[src/rtl/wave_shaper_mix_if.sv]
// Bus between the voice controller and the wave shaper / mixer.
// Optional WAVE_SHAPER_PWM_EN adds a per-voice pulse_width lane.
interface wave_shaper_mix_if #(
    parameter int W          = 8,
    parameter int NUM_VOICES = 4
);
    // sample_req is honoured only while busy is low; each accepted request
    // yields exactly one sample_valid pulse, with mix_out valid in that cycle.
    logic                    sample_req;
    logic [NUM_VOICES*W-1:0] phase_in;
    logic [NUM_VOICES*2-1:0] wave_form;
`ifdef WAVE_SHAPER_PWM_EN
    logic [NUM_VOICES*W-1:0] pulse_width;
`endif
    logic                    busy;
    logic                    sample_valid;
    logic [W-1:0]            mix_out;

`ifdef WAVE_SHAPER_PWM_EN
    modport master (output sample_req, phase_in, wave_form, pulse_width,
                    input  busy, sample_valid, mix_out);
    modport slave  (input  sample_req, phase_in, wave_form, pulse_width,
                    output busy, sample_valid, mix_out);
`else
    modport master (output sample_req, phase_in, wave_form,
                    input  busy, sample_valid, mix_out);
    modport slave  (input  sample_req, phase_in, wave_form,
                    output busy, sample_valid, mix_out);
`endif
endinterface

[src/rtl/wave_shaper_mix.sv]
// Shapes NUM_VOICES phase words (off/square/saw/triangle) one per cycle and averages them.
// WAVE_SHAPER_PWM_EN selects a per-voice square threshold instead of a fixed 50% duty.
module wave_shaper_mix #(
    parameter int W          = 8,
    parameter int NUM_VOICES = 4
) (
    input  logic                    clk,
    input  logic                    n_rst,
    wave_shaper_mix_if.slave        bus,
    output logic [1:0]              state_dbg_o
);
    localparam int LOG_V = $clog2(NUM_VOICES);
    localparam int IDW   = (LOG_V > 0) ? LOG_V : 1;
    localparam int ACW   = W + LOG_V;
    localparam logic [W-1:0]   HALF = W'(1) << (W - 1);
    localparam logic [IDW-1:0] LAST = IDW'(NUM_VOICES - 1);

    typedef enum logic [1:0] {IDLE, LOAD, SHAPE, OUT} state_e;

    state_e         state_q, state_d;
    logic [IDW-1:0] idx_q, idx_d;
    logic [ACW-1:0] acc_q, acc_d;
    logic [W-1:0]   mix_q, mix_d;
    logic           valid_q, valid_d;
    logic [W-1:0]   phase_snap_q [NUM_VOICES];
    logic [W-1:0]   phase_snap_d [NUM_VOICES];
    logic [W-1:0]   prev_phase_q [NUM_VOICES];
    logic [W-1:0]   prev_phase_d [NUM_VOICES];
    logic [1:0]     mode_q       [NUM_VOICES];
    logic [1:0]     mode_d       [NUM_VOICES];
`ifdef WAVE_SHAPER_PWM_EN
    logic [W-1:0]   pw_snap_q    [NUM_VOICES];
    logic [W-1:0]   pw_snap_d    [NUM_VOICES];
`endif

    logic [W-1:0] cur_p;
    logic [W-1:0] thresh;
    logic [W-1:0] shaped;

    assign cur_p = phase_snap_q[idx_q];
`ifdef WAVE_SHAPER_PWM_EN
    assign thresh = pw_snap_q[idx_q];
`else
    assign thresh = HALF;
`endif

    always_comb begin
        shaped = '0;
        case (mode_q[idx_q])
            2'b01:   shaped = (cur_p < thresh) ? '0 : '1;
            2'b10:   shaped = cur_p;
            // Folding the doubled phase gives a triangle peaking at mid-phase.
            2'b11:   shaped = cur_p[W-1] ? ~{cur_p[W-2:0], 1'b0} : {cur_p[W-2:0], 1'b0};
            default: shaped = '0;
        endcase
    end

    always_comb begin
        state_d      = state_q;
        idx_d        = idx_q;
        acc_d        = acc_q;
        mix_d        = mix_q;
        valid_d      = 1'b0;
        phase_snap_d = phase_snap_q;
        prev_phase_d = prev_phase_q;
        mode_d       = mode_q;
`ifdef WAVE_SHAPER_PWM_EN
        pw_snap_d    = pw_snap_q;
`endif
        case (state_q)
            IDLE: if (bus.sample_req) state_d = LOAD;
            LOAD: begin
                for (int v = 0; v < NUM_VOICES; v++) begin
                    phase_snap_d[v] = bus.phase_in[v*W +: W];
                    // Mode switches only on wrap (or from off) so the output never clicks.
                    if (mode_q[v] == 2'b00 || bus.phase_in[v*W +: W] < prev_phase_q[v])
                        mode_d[v] = bus.wave_form[v*2 +: 2];
                    prev_phase_d[v] = bus.phase_in[v*W +: W];
`ifdef WAVE_SHAPER_PWM_EN
                    pw_snap_d[v] = bus.pulse_width[v*W +: W];
`endif
                end
                acc_d   = '0;
                idx_d   = '0;
                state_d = SHAPE;
            end
            SHAPE: begin
                acc_d = acc_q + ACW'(shaped);
                if (idx_q == LAST) begin
                    mix_d   = W'(acc_d >> LOG_V);
                    valid_d = 1'b1;
                    state_d = OUT;
                end else begin
                    idx_d = idx_q + IDW'(1);
                end
            end
            OUT:     state_d = IDLE;
            default: state_d = IDLE;
        endcase
    end

    always_ff @(posedge clk or negedge n_rst) begin
        if (!n_rst) begin
            state_q <= IDLE;
            idx_q   <= '0;
            acc_q   <= '0;
            mix_q   <= '0;
            valid_q <= 1'b0;
            for (int v = 0; v < NUM_VOICES; v++) begin
                phase_snap_q[v] <= '0;
                prev_phase_q[v] <= '0;
                mode_q[v]       <= 2'b00;
`ifdef WAVE_SHAPER_PWM_EN
                pw_snap_q[v]    <= '0;
`endif
            end
        end else begin
            state_q      <= state_d;
            idx_q        <= idx_d;
            acc_q        <= acc_d;
            mix_q        <= mix_d;
            valid_q      <= valid_d;
            phase_snap_q <= phase_snap_d;
            prev_phase_q <= prev_phase_d;
            mode_q       <= mode_d;
`ifdef WAVE_SHAPER_PWM_EN
            pw_snap_q    <= pw_snap_d;
`endif
        end
    end

    assign bus.busy         = (state_q != IDLE);
    assign bus.sample_valid = valid_q;
    assign bus.mix_out      = mix_q;
    assign state_dbg_o      = state_q;
endmodule

[src/flat_wrapper.sv]
// flat-port wrapper written by rule: the top's interface ports become plain ports
module wave_shaper_mix_flat 
#(
    parameter int W          = 8,
    parameter int NUM_VOICES = 4
)
  (clk, n_rst, state_dbg_o, bus_sample_req, bus_phase_in, bus_wave_form, bus_busy, bus_sample_valid, bus_mix_out);
  wave_shaper_mix_if #(.W(W), .NUM_VOICES(NUM_VOICES)) bus_i ();
  input  logic clk;
  input  logic n_rst;
  output logic [1:0] state_dbg_o;
  input wire logic [$bits(bus_i.sample_req)-1:0] bus_sample_req;
  input wire logic [$bits(bus_i.phase_in)-1:0] bus_phase_in;
  input wire logic [$bits(bus_i.wave_form)-1:0] bus_wave_form;
  output wire logic [$bits(bus_i.busy)-1:0] bus_busy;
  output wire logic [$bits(bus_i.sample_valid)-1:0] bus_sample_valid;
  output wire logic [$bits(bus_i.mix_out)-1:0] bus_mix_out;
  assign bus_i.sample_req = bus_sample_req;
  assign bus_i.phase_in = bus_phase_in;
  assign bus_i.wave_form = bus_wave_form;
  assign bus_busy = bus_i.busy;
  assign bus_sample_valid = bus_i.sample_valid;
  assign bus_mix_out = bus_i.mix_out;
  wave_shaper_mix #(.W(W), .NUM_VOICES(NUM_VOICES)) u_core (.clk(clk), .n_rst(n_rst), .bus(bus_i), .state_dbg_o(state_dbg_o));
endmodule
[config.mk]
export PLATFORM = sky130hd
export DESIGN_NAME = wave_shaper_mix_flat
export DESIGN_NICKNAME = d
export VERILOG_FILES = /design/src/rtl/wave_shaper_mix_if.sv /design/src/rtl/wave_shaper_mix.sv /design/src/flat_wrapper.sv
export SDC_FILE = /design/constraint.sdc
export NUM_CORES = 1
export LEC_CHECK = 0
export BUFFER_PORTS_ARGS = -buffer_cell sky130_fd_sc_hd__clkbuf_2
export CORE_MARGIN = 5
export CORE_UTILIZATION = 58
export DETAILED_ROUTE_END_ITERATION = 7
export PLACE_DENSITY = 0.8
export SLEW_MARGIN = 15
export SYNTH_ARGS = -nofsm -noshare
export SYNTH_HDL_FRONTEND = slang
export SYNTH_SLANG_ARGS = --single-unit
[constraint.sdc]
create_clock -name clk -period 4.2 [get_ports clk]
set_input_delay 0 -clock clk [delete_from_list [all_inputs] [get_ports clk]]
set_output_delay 0 -clock clk [all_outputs]
set_load 0.1 [all_outputs]
Yosys cells after proc, flatten, opt, wreduce, memory -nomap -nowiden
Index checks and enable logic that the tools add are counted.
{"block": "word_totals", "mem_count": 0, "ff_bits": 63, "word_cells": 68, "latchBits": 0, "romBits": 0, "ramBits": 0, "out_inout_bits": 12}
{"block": "classes", "n_addsub": 2, "muxes": 17, "multipliers": 0, "reduce_logical": 18, "shifts": 0, "eq_ne": 10, "magnitude_cmp": 6, "bitwise": 2, "div_mod_pow": 0}
{"op": "< comparator 8 bit", "n": 4}
{"op": "two-way mux 8 bit", "n": 4}
{"op": "one-hot mux 8 bit (3 select lines)", "n": 1}
{"op": "one-hot mux 10 bit (2 select lines)", "n": 1}
{"op": "binary-select mux 8 bit (select 2 bit)", "n": 1}
{"op": "AND reduction 2 bit", "n": 7}
{"op": "adder 10 x 8 -> 10 bit", "n": 1}
{"op": "equality test 2 bit, second input constant", "n": 5}
{"op": "zero test 2 bit", "n": 5}
{"op": "two-way mux 2 bit", "n": 5}
{"op": "< comparator 8 bit, second input constant", "n": 1}
{"op": "NOT 8 bit", "n": 1}
{"op": "one-hot mux 2 bit (4 select lines)", "n": 1}
{"op": "binary-select mux 2 bit (select 2 bit)", "n": 1}
{"op": "equality test 2 x 1 -> 1 bit, second input constant", "n": 2}
{"op": "logical OR 1 bit", "n": 4}
{"op": "inequality test 2 bit, second input constant", "n": 2}
{"op": "one-hot mux 2 bit (2 select lines)", "n": 1}
{"op": "nonzero test 2 bit", "n": 2}
{"op": ">= comparator 3 bit, second input constant", "n": 1}
{"op": "NOT 2 -> 3 bit", "n": 1}
{"op": "adder 2 x 1 -> 2 bit, second input constant", "n": 1}
{"op": "two-way mux 1 bit", "n": 2}
{"op": "inequality test 2 x 1 -> 1 bit, second input constant", "n": 1}

Longest topological paths before layout
Gate-level depths: netlist of run 1.
{"block": "logic_depth", "word_depth": 9, "ltp_mapped": 13, "mapped_depth_nobuf": 11}

Worst setup path before layout of run 1
Ideal clock, no wire load.
{"block": "synth_timing", "path_type": "reg2reg", "start": "register u_core.idx_q[0]", "end": "register u_core.acc_q[7]", "setup_time_ps": 95, "arrival_ps": 2848, "setup_slack_ps": 1256, "path_buffers": 2, "t_required_ps": 4105, "synth_period_minus_slack_ps": 2944, "stages_incl_launch_ff": 13, "path_cell_list": "dfrtp_1 buf_6 mux4_2 buf_2 nand2_1 mux2i_1 o21ai_1 ha_1 a21oi_1 nand2_1 o41ai_1 xor2_1 o31ai_1"}
{"block": "synth_via", "elab_chain_cells": 9}
{"item": "from (decl)", "line_no": "wave_shaper_mix.sv:21", "rtl": "logic [IDW-1:0] idx_q, idx_d;"}
{"item": "from (signal assigned)", "line_no": "wave_shaper_mix.sv:119", "rtl": "idx_q <= idx_d;"}
{"item": "NOT 2 -> 3 bit (not written as such) *", "line_no": "wave_shaper_mix.sv:40, wave_shaper_mix.sv:49"}
{"item": "binary-select mux 8 bit (select 2 bit)", "line_no": "wave_shaper_mix.sv:40", "rtl": "assign cur_p = phase_snap_q[idx_q];"}
{"item": "two-way mux 8 bit (not written as such) (2 in series)", "line_no": "wave_shaper_mix.sv:40"}
{"item": "< comparator 8 bit or NOT 8 bit (tied branches)", "line_no": "wave_shaper_mix.sv:50, wave_shaper_mix.sv:53"}
{"item": "two-way mux 8 bit, on equally long branches", "line_no": "wave_shaper_mix.sv:50, wave_shaper_mix.sv:53"}
{"item": "one-hot mux 8 bit (3 select lines) *", "line_no": "wave_shaper_mix.sv:49", "rtl": "case (mode_q[idx_q])"}
{"item": "adder 10 x 8 -> 10 bit *", "line_no": "wave_shaper_mix.sv:88", "rtl": "acc_d = acc_q + ACW'(shaped);"}
{"item": "one-hot mux 10 bit (2 select lines) *", "line_no": "wave_shaper_mix.sv:70", "rtl": "case (state_q)"}
{"item": "to (signal assigned)", "line_no": "wave_shaper_mix.sv:106", "rtl": "acc_q <= '0;"}
{"item": "to (signal assigned)", "line_no": "wave_shaper_mix.sv:120", "rtl": "acc_q <= acc_d;"}
{"item": "to (decl)", "line_no": "wave_shaper_mix.sv:22", "rtl": "logic [ACW-1:0] acc_q, acc_d;"}
Mark *: on every way between the ends. The rest lies on a longest branch, timed or not. The select of a mux whose other input is x is not followed.
A chain may end at the register's enable or synchronous reset.

Final worst setup path of run 1
{"block": "layout_timing", "start": "register u_core.idx_q[0]", "end": "register u_core.mix_q[5], in the netlist u_core.bus.mix_out[5]"}
{"block": "layout_via", "elab_chain_cells": 8}
{"item": "NOT 2 -> 3 bit (not written as such)", "line_no": "wave_shaper_mix.sv:40, wave_shaper_mix.sv:49"}
{"item": "binary-select mux 8 bit (select 2 bit)", "line_no": "wave_shaper_mix.sv:40"}
{"item": "two-way mux 8 bit (not written as such) (2 in series)", "line_no": "wave_shaper_mix.sv:40"}
{"item": "< comparator 8 bit or NOT 8 bit (tied branches)", "line_no": "wave_shaper_mix.sv:50, wave_shaper_mix.sv:53"}
{"item": "two-way mux 8 bit, on equally long branches", "line_no": "wave_shaper_mix.sv:50, wave_shaper_mix.sv:53"}
{"item": "one-hot mux 8 bit (3 select lines)", "line_no": "wave_shaper_mix.sv:49"}
{"item": "adder 10 x 8 -> 10 bit", "line_no": "wave_shaper_mix.sv:88"}
{"item": "to (signal assigned)", "line_no": "wave_shaper_mix.sv:121", "rtl": "mix_q <= mix_d;"}
{"item": "to (decl)", "line_no": "wave_shaper_mix.sv:23", "rtl": "logic [W-1:0] mix_q, mix_d;"}
Several ways; a longest one is shown, not always the timed one. The select of a mux whose other input is x is not followed.

==> results.yml, run 1 <==
floorplan:
  die_height_um: 92.9
  core_um2: 6760
  num_rows: 30
  start_util_pct: 59.1
  io_pins: 55
  die_x_um: 92.9
  die_area_um2: 8640
routing:
  wl_um: 9280
  vias: 3371
  drc: 0
  antenna_left: 0
  via_per_inst: 5.75
  dr.pass1.iters: 4
  drtIter0Drc: 161
  wl_per_cell_um: 15.8
clocking:
  ctsHtreeMaxLevel: 3
  cts_tree: "built"
  cts_resized: 0
  cts_sinks: 63
  insertion_delay_ns: 0.35
  cts_root_buffer: "clkbuf_8"
  clock_path_buffers: 2
  cts_made_buffers: 9
  clkTransAtPathRegs_ns: 0.07
finish:
  fin_nets: 586
  final_area_um2: 4910
  antennaDiodeCount: 0
  instances_no_fill: 586
  drive_above_1_share_pct: 16.2
  syn2layout_area_growth_pct: 23.1
synthesis:
  synthesis.nets: 495
  synth_area_leader_cell: "dfrtp_1"
  synth_edf_count: 0
  synth_warnings: 0
  synthTopCellsByArea: "dfrtp_1, ha_1, nand2_1"
  synth_cell_types: 49
  syn_area_um2: 3990
  synth_seq_area_share_pct: 39.5
  synth_top_area_share_pct: 39.5
  synth_seq_cells: 63
  synth-main-ff-cell: "dfrtp_1"
  syn_inst: 410
  synthArstFlopShare_pct: 100
  post_synth.cell_area_avg_um2: 9.73
setup_path:
  r2r-start: "u_core.idx_q[0]"
  arrival_ns: 3.63
  critPathMaxStageDelay_ns: 0.71
  crit_buf_inv: 0
  r2r_cells: 10
  critical_path_class: "reg -> reg"
  path_depth: 10
  crit_required_ns: 4.41
  crit_family: "multiplexers"
  slowest_stage: "mux4_1"
  path_cells: "mux4_1 -> nor2b_1 -> mux2i_1 -> o21ai_1 -> ha_1 -> a21oi_1 -> nand2_1 -> o41ai_1 -> xor2_1 -> o21ai_1"
  worst_setup_path_end_kind: "flop"
  crit_path_frequent_cell: "o21ai_1"
  crit_start: "u_core.idx_q[0]"
  startpoint_type: "flop"
  crit_fanout: 12
pwr:
  power_frac_seq_pct: 29.2
  ir_drop_mv: 0.350
  swShare_pct: 47.2
  p_per_area_nw_per_um2: 745
  switchingPower_mw: 1.73
  power_mw: 3.66
  clkPwrFrac_pct: 15.2
  p_int_mw: 1.93
  power_frac_comb_pct: 55.7
  p_leak_nw: 2.39
global_routing:
  grt_pass1_vias: 3459
  grt_max_degree: 64
  track_usage_pct: 23.2
  overflow: 0
  grt_pass1_wl_um: 15700
  antenna_found_initial: 0
timing:
  slew_viol_final: 0
  period_needed_ns: 3.41
  finalCritPeriodShare_pct: 81.2
  fmax_mhz: 293
  rsz0062_at_grt: "no"
  setup_tns_ns: 0
  hold_violations: 0
  setup_viol: 0
  slew_headroom_pct: 46.9
  tightest_slew_ns: 0.796
  worst_clock_skew_ns: 0.00658
place:
  post-place-cells: 529
  placed_area_um2: 4290
  port_buffers: 54
  dp_hpwl_um: 6670
  place.gp.congestion: 0.952
min_path:
  worstHoldStart: "bus_sample_req"
  min_path_type: "in -> reg"
  whs_path_depth: 3
status:
  outcome: "complete, no violations"
job:
  maxCapViolCount: 0
## per-layer routing
| layer | track usage, % | vias to the layer above | share of wire (%) |
|---|---|---|---|
| met1 | 28.0 | 1592 | 44 |
| met2 | 39.8 | 100 | 49 |
| li1 | - | 1656 | - |
| met3 | 4.63 | 23 | 4.4 |
| met4 | 10.6 | 0 | 2.7 |
| met5 | 0 | - | 0 |
## power by group through the flow
stage                     Sequential (mW)  Combinational (mW)  Clock [mW]
after floorplan                      1.25                1.39           0
after detailed placement             1.07                1.99           0
after CTS                            1.07                2.03       0.565
final                                1.07                2.04       0.555
after global placement               1.06                1.92           0
after global routing                 1.10                2.26       0.588
## synthesized netlist by cell type (2+ instances only)
| cell type | n |
|---|---|
| dfrtp_1 | 63 |
| nand2_1 | 56 |
| inv_1 | 42 |
| ha_1 | 41 |
| o21ai_0 | 38 |
| a21oi_1 | 23 |
| o21a_1 | 17 |
| clkbuf_1 | 11 |
| nor2_1 | 10 |
| nand2b_1 | 8 |
| o22a_1 | 8 |
| mux4_1 | 7 |
| o21ai_1 | 7 |
| o211ai_1 | 6 |
| o31ai_1 | 6 |
| mux2_2 | 5 |
| nand4_1 | 5 |
| xor2_1 | 5 |
| a2111oi_0 | 4 |
| mux2i_1 | 4 |
| nand3_1 | 4 |
| o2bb2ai_1 | 4 |
| a31oi_1 | 3 |
| mux4_2 | 3 |
| a21o_1 | 2 |
| buf_2 | 2 |
| buf_6 | 2 |
| nor2b_1 | 2 |
| nor3_1 | 2 |
## metrics by stage
step | utilization [%] | hold WS [ns] | setup WS, ns
after floorplan | - | -0.296 | 1.26
after global placement | 63.5 | 0.212 | 0.922
after detailed placement | 63.5 | 0.221 | 0.798
after CTS | 72.7 | 0.0311 | 0.783
after global routing | 72.7 | 0.0529 | 0.311
final | 72.7 | 0.0432 | 0.788
## final timing paths
check	end	slack (ns)
max in group asynchronous	u_core.phase_snap_q[28]	3.32
min reg2reg	u_core.bus.mix_out[0]	0.48
max	u_core.bus.mix_out[5]	0.79
min	u_core.state_dbg_o[0]	0.04
min in group asynchronous	u_core.bus.sample_valid	0.37
max reg2reg	u_core.bus.mix_out[5]	0.79
## worst register-to-register path: stages (launching register included)
cell	delay, ns
dfrtp_1	0.68
mux4_1	0.72
nor2b_1	0.30
mux2i_1	0.12
o21ai_1	0.10
ha_1	0.30
a21oi_1	0.25
nand2_1	0.13
o41ai_1	0.39
xor2_1	0.22
o21ai_1	0.07
## flip-flops by register name (all words and copies together), names as in the netlist
register	flops
u_core.mode_q	8
u_core.bus.sample_valid	1
u_core.phase_snap_q	32
u_core.idx_q	2
u_core.acc_q	10
u_core.bus.mix_out	8
u_core.state_dbg_o	2
## placed cells by master (no fill, tap or decap), types with 2 or more instances in the layout
| cell | n |
|---|---|
| a2111oi_0 | 4 |
| a21o_1 | 2 |
| a21oi_1 | 23 |
| a31oi_1 | 3 |
| buf_4 | 2 |
| clkbuf_2 | 54 |
| clkbuf_8 | 12 |
| clkinv_2 | 2 |
| dfrtp_1 | 63 |
| dlygate4sd3_1 | 41 |
| ha_1 | 40 |
| inv_1 | 42 |
| mux2_2 | 5 |
| mux2i_1 | 4 |
| mux4_1 | 7 |
| mux4_2 | 3 |
| nand2_1 | 56 |
| nand2b_1 | 8 |
| nand3_1 | 4 |
| nand4_1 | 5 |
| nor2_1 | 10 |
| nor2b_1 | 2 |
| nor3_1 | 2 |
| o211ai_1 | 6 |
| o21a_1 | 17 |
| o21ai_0 | 38 |
| o21ai_1 | 7 |
| o22a_1 | 8 |
| o2bb2ai_1 | 4 |
| o31ai_1 | 6 |
| xor2_1 | 5 |
## cell type report
type                    count  area, um2
fillers                   470       1840
well taps                  80        100
repair buffers             97        696
flip-flops and latches     63       1580
clock buffers              13        169
inverters                  43        161
clock inverters             3       40.0
multi-input cells         287       2170
## cells by family (layout without fill, tap and decap cells)
logic type / after synthesis / in the layout / synth area share [%]
multiplexers: 19 / 19 / 8.72
flip-flops: 63 / 63 / 39.5
AND/OR/NAND/NOR: 93 / 93 / 10.6
XOR/XNOR: 6 / 6 / 1.32
AO/OA/AOI/OAI: 127 / 127 / 20.4
buffers and inverters: 60 / 156 / 6.18
adder cells (fa/ha/maj): 42 / 42 / 13.4
## what timing repair did
item / 4_1_cts / 5_1_grt
hold buffers: 41 / 0
endpoints found under the hold margin: 103 / 0
setup buffers: 0 / 0
(Power assumes the default switching activity.)
==> run 2, diff against run 1 <==
--- a/config.mk
+++ b/config.mk
@@ -5,11 +5,12 @@
 export SDC_FILE = /design/constraint.sdc
 export NUM_CORES = 1
 export LEC_CHECK = 0
+export ABC_AREA = 1
 export BUFFER_PORTS_ARGS = -buffer_cell sky130_fd_sc_hd__clkbuf_2
 export CORE_MARGIN = 5
-export CORE_UTILIZATION = 58
+export CORE_UTILIZATION = 53
 export DETAILED_ROUTE_END_ITERATION = 7
-export PLACE_DENSITY = 0.8
+export PLACE_DENSITY = 0.77
 export SLEW_MARGIN = 15
 export SYNTH_ARGS = -nofsm -noshare
 export SYNTH_HDL_FRONTEND = slang
==> constraint.sdc (replaced) <==
create_clock -name clk -period 3.1 [get_ports clk]
set_input_delay 0 -clock clk [delete_from_list [all_inputs] [get_ports clk]]
set_output_delay 0 -clock clk [all_outputs]
set_load 0.1 [all_outputs]
==> results.yml, run 2 <==
status:
  outcome: "complete, no violations"
timing:
  period_needed_ns: 2.73
  slew_headroom_pct: 39.5
  tightest_slew_ns: 0.908
  slew_viol_final: 0
  setup_viol: 0
  finalCritPeriodShare_pct: 88.2
  worst_clock_skew_ns: 0.0101
  rsz0062_at_grt: "no"
  fmax_mhz: 366
  hold_violations: 0
  setup_tns_ns: 0
  worst_hold_slack_ns: 0.0296
synthesis:
  synthSimpleGateAreaFrac_pct: 27.7
  synth_area_leader_cell: "dfrtp_1"
  synth_seq_area_share_pct: 37.6
  syn_area_um2: 4190
  synth_cell_types: 32
  yosys-top-cells-count: "nand2_1, inv_1, dfrtp_1"
  synth_top_family_by_area: "simple AND/OR/NAND/NOR gates"
  synthesis.nets: 640
  synthArstFlopShare_pct: 100
  yosys.area_share.xor_xnor_pct: 0.836
  synth_compound_area_share_pct: 11.9
  synth_top_area_share_pct: 37.6
  synth_edf_count: 0
  synthTopCellsByArea: "dfrtp_1, nand2_1, ha_1"
  synth_seq_cells: 63
  synth-main-ff-cell: "dfrtp_1"
  yosysMostFrequentCell: "nand2_1"
  synth_fa_ha_area_share_pct: 12.7
  syn_inst: 555
  synthMuxAreaShare_pct: 0
  synth_warnings: 0
  post_synth.cell_area_avg_um2: 7.55
finish:
  largestRegisters: "u_core.phase_snap_q (32), u_core.acc_q (10)"
  fin_nets: 736
  antennaDiodeCount: 0
  final_common_cell: "nand2_1"
  finish.utilization_pct: 66.6
  drive_above_1_share_pct: 15.9
  final_area_um2: 5140
  regMostFlops: "u_core.phase_snap_q"
  syn2layout_area_growth_pct: 22.7
  nFillCells: 677
  largest_register_ffs: 32
  final_cell_mix: "nand2_1, inv_1, dfrtp_1, clkbuf_2, o21ai_0"
setup_path:
  arrival_ns: 3.01
  path_cells: "buf_4 -> nand2_1 -> nand3_2 -> nand2_4 -> inv_2 -> o21ai_0 -> ha_1 -> inv_1 -> fa_1 -> o21ai_2 -> nand2_1 -> nand2_1 -> xor2_1 -> nand2_1 -> nand2_1"
  crit_buf_inv: 3
  critical_path_class: "reg -> reg"
  crit_family: "simple AND/OR/NAND/NOR gates"
  critPathMaxStageDelay_ns: 0.42
  crit_path_frequent_cell: "nand2_1"
  crit_fanout: 22
  startpoint_type: "flop"
  worst_setup_path_end_kind: "flop"
  slowest_stage: "dfrtp_1"
  crit_required_ns: 3.38
place:
  place.gp.congestion: 0.901
  port_buffers: 54
  dp_hpwl_um: 7370
  placed_area_um2: 4520
clocking:
  cts_made_buffers: 9
  clkTransAtPathRegs_ns: 0.08
  ctsHtreeMaxLevel: 3
  insertion_delay_ns: 0.34
  clock_path_buffers: 2
  cts_root_buffer: "clkbuf_8"
  cts_tree: "built"
  cts_sinks: 63
  cts_setup_buffers: 0
routing:
  route.met3.wl_um: 317
  wl_per_cell_um: 13.6
  drc: 0
  wl_um: 10300
  antenna_left: 0
  drtIter0Drc: 181
  vias: 3874
  wl_met1_um: 4510
  top_layer: "met4"
  dr.pass1.iters: 4
  wl_met2_um: 5230
  via_per_inst: 5.11
pwr:
  p_leak_nw: 2.75
  power_mw: 5.92
  p_per_area_nw_per_um2: 1150
  ir_drop_mv: 0.475
floorplan:
  die_x_um: 98.9
  core_um2: 7730
  die_area_um2: 9790
  io_pins: 55
  start_util_pct: 54.3
  num_rows: 32
  die_height_um: 98.9
global_routing:
  track_usage_pct: 22.2
  grt_pass1_wl_um: 17800
  overflow: 0
  grt_max_degree: 57
  grt_pass1_vias: 3932
  antenna_found_initial: 0
job:
  maxCapViolCount: 0
min_path:
  min_path_type: "in -> reg"
==> run 2: cell count changes after synthesis, moves of 8 or more <==
cell      change
o21ai_0      +11
nand2b_1      -8
o22a_1        -8
inv_1        +23
o21a_1       -17
nand2_1     +125
nand3_1      +42
==> run 2: per-layer routing <==
metal,global-route usage [%],vias to the layer above
li1,-,1987
met1,27.3,1801
met2,38.7,66
met3,3.96,20
met4,8.09,0
met5,0,-
==> run 2: path summary, 6_finish.rpt <==
path / start / cells after the start / to / slack (ns)
setup / recovery: u_core.idx_q[0] / 15 / u_core.acc_q[6] / 0.37
hold / removal: bus_sample_req / 4 / u_core.state_dbg_o[1] / 0.03
setup reg to reg: u_core.idx_q[0] / 15 / u_core.acc_q[6] / 0.37
hold reg to reg: u_core.bus.mix_out[6] / 2 / u_core.bus.mix_out[6] / 0.48
max in group asynchronous: n_rst / 3 / u_core.idx_q[1] / 2.11
min in group asynchronous: n_rst / 2 / u_core.phase_snap_q[18] / 0.19
==> run 2: kinds of logic after synthesis <==
group,after synthesis
flip-flops,63
buffers and inverters,86
XOR/XNOR,4
adder cells (fa/ha/maj),42
AO/OA/AOI/OAI,93
AND/OR/NAND/NOR,267
==> run 2: cell type report <==
| type | count | area (um2) | share of cell area [%] |
|---|---|---|---|
| Sequential cell | 63 | 1580 | 30.7 |
| Tap cell | 102 | 128 | 2.48 |
| Clock buffer | 10 | 138 | 2.68 |
| Multi-Input combinational cell | 406 | 2240 | 43.6 |
| Clock inverter | 6 | 60.1 | 1.17 |
| Timing Repair Buffer | 101 | 726 | 14.1 |
| Inverter | 70 | 275 | 5.35 |
==> run 2: worst reg2reg max path, stage by stage, from the launching register on <==
cell and delay, ns:
dfrtp_1 0.42, buf_4 0.22, nand2_1 0.10, nand3_2 0.09
nand2_4 0.15, inv_2 0.10, o21ai_0 0.19, ha_1 0.22
inv_1 0.09, fa_1 0.42, o21ai_2 0.21, nand2_1 0.08
nand2_1 0.08, xor2_1 0.19, nand2_1 0.07, nand2_1 0.07
==> run 2: timing repair <==
action,4_1_cts,5_1_grt
gates resized for setup,0,5
hold buffers,41,0
setup endpoints to repair,0,4
endpoints found under the hold margin,60,0
==> run 2: through the flow <==
stage / worst slack, ns / cells
2_1_floorplan: 0.497 / 555
3_3_place_gp: 0.366 / 701
3_5_place_dp: 0.312 / 701
4_1_cts: 0.270 / 758
5_1_grt: 0.0828 / 758
6_report: 0.366 / 758
==> run 2: power breakdown <==
group	internal, mW	switching, mW	leakage [nW]
Combinational	1.15	2.59	1.87
Sequential	1.21	0.238	0.784
Clock	0.389	0.336	0.0981
